<file path="config.mk">
export PLATFORM = sky130hd
export DESIGN_NAME = conv3x3_mac_ctrl
export DESIGN_NICKNAME = d
export VERILOG_FILES = /design/src/rtl/conv3x3_mac_ctrl.sv
export SDC_FILE = /design/constraint.sdc
export NUM_CORES = 1
export LEC_CHECK = 0
export CELL_PAD_IN_SITES_DETAIL_PLACEMENT = 0
export CELL_PAD_IN_SITES_GLOBAL_PLACEMENT = 1
export CORE_AREA = 10 10 95 97
export CTS_CLUSTER_DIAMETER = 40
export DETAILED_ROUTE_END_ITERATION = 6
export DIE_AREA = 0 0 105 107
export GPL_ROUTABILITY_DRIVEN = 0
export PLACE_DENSITY_LB_ADDON = 0.1
export SYNTH_ARGS = -nofsm -noshare
export SYNTH_HDL_FRONTEND = slang
export SYNTH_SLANG_ARGS = --single-unit
</file>
<file path="constraint.sdc">
create_clock -name clk -period 4 [get_ports clk]
set_input_delay 0.6 -clock clk [delete_from_list [all_inputs] [get_ports clk]]
set_output_delay 0.6 -clock clk [all_outputs]
set_load 0.02 [all_outputs]
</file>
<file path="src/rtl/conv3x3_mac_ctrl.sv">
// Sequencer for a 3x3 convolution MAC datapath: walks every valid window row-major,
// issues the 9 input/kernel reads, aligns accumulator control, hands off each result.
module conv3x3_mac_ctrl #(
  parameter int IMG_W   = 5,
  parameter int IMG_H   = 5,
  parameter int ADDR_W  = 8,
  parameter int OADDR_W = 8
) (
  input  logic               clk,
  input  logic               rst,
  input  logic               start,
  output logic               rd_en,
  output logic [ADDR_W-1:0]  in_addr,
  output logic [3:0]         w_addr,
  output logic               mac_en,
  output logic               acc_load,
  output logic               out_valid,
  input  logic               out_ready,
  output logic [OADDR_W-1:0] out_addr,
  output logic               busy,
  output logic               done
);

  // state    | meaning
  // IDLE     | waiting for start
  // ISSUE    | 9 read cycles, tap 0..8
  // DRAIN    | last product being accumulated
  // WAIT_OUT | result presented, waiting for out_ready
  // DONE     | one-cycle end-of-frame pulse
  typedef enum logic [2:0] {IDLE, ISSUE, DRAIN, WAIT_OUT, DONE} state_t;

  localparam logic [ADDR_W-1:0] COL_LAST = ADDR_W'(IMG_W - 3);
  localparam logic [ADDR_W-1:0] ROW_LAST = ADDR_W'(IMG_H - 3);
  // from the last pixel of one kernel row to the first pixel of the next
  localparam logic [ADDR_W-1:0] ROW_STEP = ADDR_W'(IMG_W - 2);
  localparam logic [ADDR_W-1:0] ONE      = ADDR_W'(1);
  localparam logic [ADDR_W-1:0] WRAP     = ADDR_W'(3);

  state_t              state;
  logic [ADDR_W-1:0]   row, col, base, addr;
  logic [3:0]          tap;
  logic [1:0]          tx;
  logic [OADDR_W-1:0]  win;

  assign in_addr = addr;
  assign w_addr  = tap;

  always_ff @(posedge clk) begin
    if (rst) begin
      state     <= IDLE;
      row       <= '0;
      col       <= '0;
      base      <= '0;
      addr      <= '0;
      tap       <= '0;
      tx        <= '0;
      win       <= '0;
      rd_en     <= 1'b0;
      mac_en    <= 1'b0;
      acc_load  <= 1'b0;
      out_valid <= 1'b0;
      out_addr  <= '0;
      busy      <= 1'b0;
      done      <= 1'b0;
    end else begin
      // memory read latency is one cycle, so accumulator control trails rd_en
      mac_en   <= rd_en;
      acc_load <= rd_en && (tap == 4'd0);
      case (state)
        IDLE: begin
          if (start) begin
            state <= ISSUE;
            row   <= '0;
            col   <= '0;
            base  <= '0;
            addr  <= '0;
            tap   <= '0;
            tx    <= '0;
            win   <= '0;
            rd_en <= 1'b1;
            busy  <= 1'b1;
          end
        end
        ISSUE: begin
          if (tap == 4'd8) begin
            state <= DRAIN;
            rd_en <= 1'b0;
            tap   <= '0;
            tx    <= '0;
          end else begin
            tap <= tap + 4'd1;
            if (tx == 2'd2) begin
              tx   <= '0;
              addr <= addr + ROW_STEP;
            end else begin
              tx   <= tx + 2'd1;
              addr <= addr + ONE;
            end
          end
        end
        DRAIN: begin
          state     <= WAIT_OUT;
          out_valid <= 1'b1;
          out_addr  <= win;
        end
        WAIT_OUT: begin
          if (out_ready) begin
            out_valid <= 1'b0;
            if (row == ROW_LAST && col == COL_LAST) begin
              state <= DONE;
              done  <= 1'b1;
            end else begin
              state <= ISSUE;
              rd_en <= 1'b1;
              win   <= win + OADDR_W'(1);
              // base tracks row*IMG_W+col; a row wrap skips the 2 unused right-edge columns
              if (col == COL_LAST) begin
                col  <= '0;
                row  <= row + ONE;
                base <= base + WRAP;
                addr <= base + WRAP;
              end else begin
                col  <= col + ONE;
                base <= base + ONE;
                addr <= base + ONE;
              end
            end
          end
        end
        DONE: begin
          state <= IDLE;
          done  <= 1'b0;
          busy  <= 1'b0;
        end
        default: state <= IDLE;
      endcase
    end
  end

endmodule
</file>
==> impl_summary.log <==
INFO  metric synth_seq_area_share = 39.0%
INFO  metric fin_nets = 435
INFO  metric final-max-slew-violation-count = 0
INFO  metric insertedDiodeCount = 0
INFO  metric status = completed
INFO  metric grt_first_pass_wirelength = 13,700 um
INFO  metric grt_setup_unrepaired = false
INFO  metric hold_removal_path_class = reg -> reg
INFO  metric clock_insertion_delay_worst_skew = 0.34 ns
INFO  metric ctsResizeCount = 0
INFO  metric antenna_found_initial = 0
INFO  metric detailedRoute.firstPassIterationCount = 4
INFO  metric critPathMaxFanout = 21
INFO  metric finalNonFillerCells = 524
INFO  metric share_comb_of_total_power = 7.2%
INFO  metric number_of_hold_slack_violations_in_the_final_timing_report = 0
INFO  metric drc_violations_left = 0
INFO  metric met2_track_usage_gr = 22.9%
INFO  metric stdcell_area = 3790 sq um
INFO  metric dr.first_iter.drc_count = 138
INFO  metric synth-async-reset-ratio = 0%
INFO  metric reg2regPathDepth = 7
INFO  metric holdBufCountCts = 0
INFO  metric crit_slowest_cell = a21oi_2
INFO  metric p_per_area = 363 nW/um^2
INFO  metric whs = 0.468 ns
INFO  metric cp_top_family = compound AO/OA/AOI/OAI gates
INFO  metric switching_part_of_the_total = 24.6%
INFO  metric synth_top_area_share = 39.0%
INFO  metric critical-path-max-stage-delay = 0.77 ns
INFO  metric dp.final_hpwl = 5430 um
INFO  metric worst_hold_path.num_cells = 2
INFO  metric total_leakage_power = 1.33 nW
INFO  metric timing_worst_setup_path_type = reg -> reg
INFO  metric post-route-min-period = 2.62 ns
INFO  metric routed-via-count = 2,878
INFO  metric internal_power = 1.04 mW
INFO  metric drive_gt1_share = 7.53%
INFO  metric cts.clk_slew.worst_paths = 0.07 ns
INFO  metric cts_setup_buffers = 0
INFO  metric synth.cell_area = 3240 sq um
INFO  metric number_of_buffers_and_inverters_on_the_critical_path = 1
INFO  metric synth_nets = 412
INFO  metric fp.dieArea = 11,200 sq um
INFO  metric pwr-share-seq = 47.2%
INFO  metric place.port_buffers = 29
INFO  metric worst-slew-pin-transition = 0.880 ns
INFO  metric post_synth_num_cell_types = 57
INFO  metric count_of_h_tree_levels_built_during_cts = 3
INFO  metric clock_group_share_of_total_power = 45.6%
INFO  metric grt_remaining_overflow = 0
INFO  metric synthesis.area_per_instance = 8.15 sq um
INFO  metric dp_cells = 508
INFO  metric grt_use_met3 = 3.89%
INFO  metric max-vdd-ir-drop = 0.205 mV
INFO  metric core-area = 7140 sq um
INFO  metric avgRoutedWirePerCell = 15.2 um
INFO  metric route.detailed.vias_per_inst = 5.49
INFO  metric worstPathArrival = 2.89 ns
INFO  metric synth.top_cells.by_area = dfxtp_1 39%, a21oi_1 6.5%, nor2_1 4.9%, o21ai_0 4.3%, nand2_1 4.3%
INFO  metric postLayoutCoreUtil = 53.1%
INFO  metric worst_setup_path_end_kind = flop
INFO  metric synth-main-ff-cell = dfxtp_1
INFO  metric cts.sinks = 63
INFO  metric power.switching = 338 uW
INFO  metric initial_core_util = 45.4%
INFO  metric synth_most_common_cell = dfxtp_1
INFO  metric n_fill_cell = 728
INFO  metric dieWidth = 105 um
INFO  metric finalClockSkew = 0.00962 ns
INFO  metric cp_cell_sequence = ha_1 > nor4b_2 > nand4_2 > a21oi_2 > buf_4 > o21ai_0 > a21oi_1
INFO  metric clock_tree.root_cell = clkbuf_8
INFO  metric die_height = 107 um
INFO  metric groute.layer.met1.usage = 18.6%
INFO  metric clock_path_buffers = 2
INFO  metric synth_top_cell_by_area = dfxtp_1
INFO  metric max_freq = 381 MHz
INFO  metric post_dp_cell_area = 3570 sq um
INFO  metric synth_enable_flop_cells = 0
INFO  metric drv.max_cap_violation_count = 0
INFO  metric maxSlewHeadroom = 41.3%
INFO  metric layout-area-overhead-vs-synth = 17.1%
INFO  metric cp-start-kind = flop
INFO  metric finalCritPeriodShare = 65.6%
INFO  metric rows = 31
INFO  metric first_global_vias = 2,727
INFO  metric route.antenna.remaining_nets = 0
INFO  metric cp.required = 4.27 ns
INFO  metric track_usage = 14.6%
INFO  metric grt_start_max_net_pins = 48
INFO  metric setup_total_negative_slack = 0 ns
INFO  metric grt-busiest-layer = met2
INFO  metric ys.warnings.count = 0
INFO  metric cts_buffers = 9
INFO  metric timing.final.setup_violations = 0
INFO  metric timing.critical_path.depth = 7
INFO  metric synth.cells.most_frequent = 63 x dfxtp_1, 42 x a21oi_1, 42 x nor2_1, 37 x nand2_1, 28 x o21ai_0
INFO  metric tritoncts = yes
INFO  metric routed_wirelength = 7960 um
INFO  metric pin_count = 30
INFO  metric synth.ff_latch_count = 63
INFO  metric synthesis.instances = 397
## worst paths after layout
path / from / endpoint / slack (ns)
setup / recovery: col[1] / col[3] / 1.38
hold / removal: base[7] / base[7] / 0.47
setup reg to reg: col[1] / col[3] / 1.38
hold reg to reg: base[7] / base[7] / 0.47
## worst reg2reg max path, stage by stage (launching register included)
cell	delay, ns
dfxtp_1	0.40
ha_1	0.19
nor4b_2	0.30
nand4_2	0.27
a21oi_2	0.77
buf_4	0.35
o21ai_0	0.12
a21oi_1	0.15
## power groups by stage
stage	Sequential [mW]	Clock [mW]	Combinational, mW
finish	0.648	0.627	0.0986
global route	0.650	0.662	0.110
CTS	0.648	0.642	0.100
detailed placement	0.663	0	0.0993
global placement	0.663	0	0.0988
floorplan	0.664	0	0.0669
## registers in the layout (all words and copies together), names as in the netlist, 2 cells and up
| register | count |
|---|---|
| w_addr | 4 |
| out_addr | 8 |
| base | 8 |
| tx | 2 |
| col | 8 |
| state | 3 |
| row | 8 |
| win | 8 |
| in_addr | 8 |
## placed cells by master, fill, tap and decap left out, types with 10 or more instances in the layout
master	Yosys	final
a21oi_1	42	42
clkbuf_8	0	10
clkdlybuf4s50_1	0	28
dfxtp_1	63	63
inv_1	13	13
nand2_1	37	37
nand3_1	17	17
nor2_1	42	42
nor3_1	15	15
o21ai_0	28	28
or3_1	11	11
## through the flow
step                      total power [mW]  setup WS, ns
after floorplan                      0.731          1.73
after detailed placement             0.762          1.16
after CTS                             1.39          1.32
after global placement               0.761          1.27
after global routing                  1.42          1.08
final                                 1.37          1.38
## per-layer routing
metal,up-vias,wire [um],share of wire [%]
li1,1471,-,-
met1,1359,3770,47
met2,44,3810,48
met3,4,313,3.9
met4,0,68,0.85
met5,-,0,0
## cell type report
| type | count | area, sq um | area share, % |
|---|---|---|---|
| tap | 99 | 124 | 3.27 |
| inverter | 13 | 48.8 | 1.29 |
| multi-input combinational | 300 | 1820 | 48.0 |
| sequential | 63 | 1260 | 33.3 |
| clock inverter | 6 | 83.8 | 2.21 |
| clock buffer | 10 | 138 | 3.63 |
| timing repair buffer | 33 | 315 | 8.32 |
## kinds of logic (layout without fill, tap and decap cells)
| group | count (synthesis) | count (layout) | share of synthesized area, % |
|---|---|---|---|
| AO/OA/AOI/OAI | 104 | 104 | 18.9 |
| XOR/XNOR | 9 | 9 | 2.44 |
| adder cells (fa/ha/maj) | 11 | 11 | 4.72 |
| buffers and inverters | 34 | 62 | 4.83 |
| flip-flops | 63 | 63 | 39.0 |
| multiplexers | 9 | 9 | 2.78 |
| AND/OR/NAND/NOR | 167 | 167 | 27.4 |
Power figures use the tool's default switching activity.
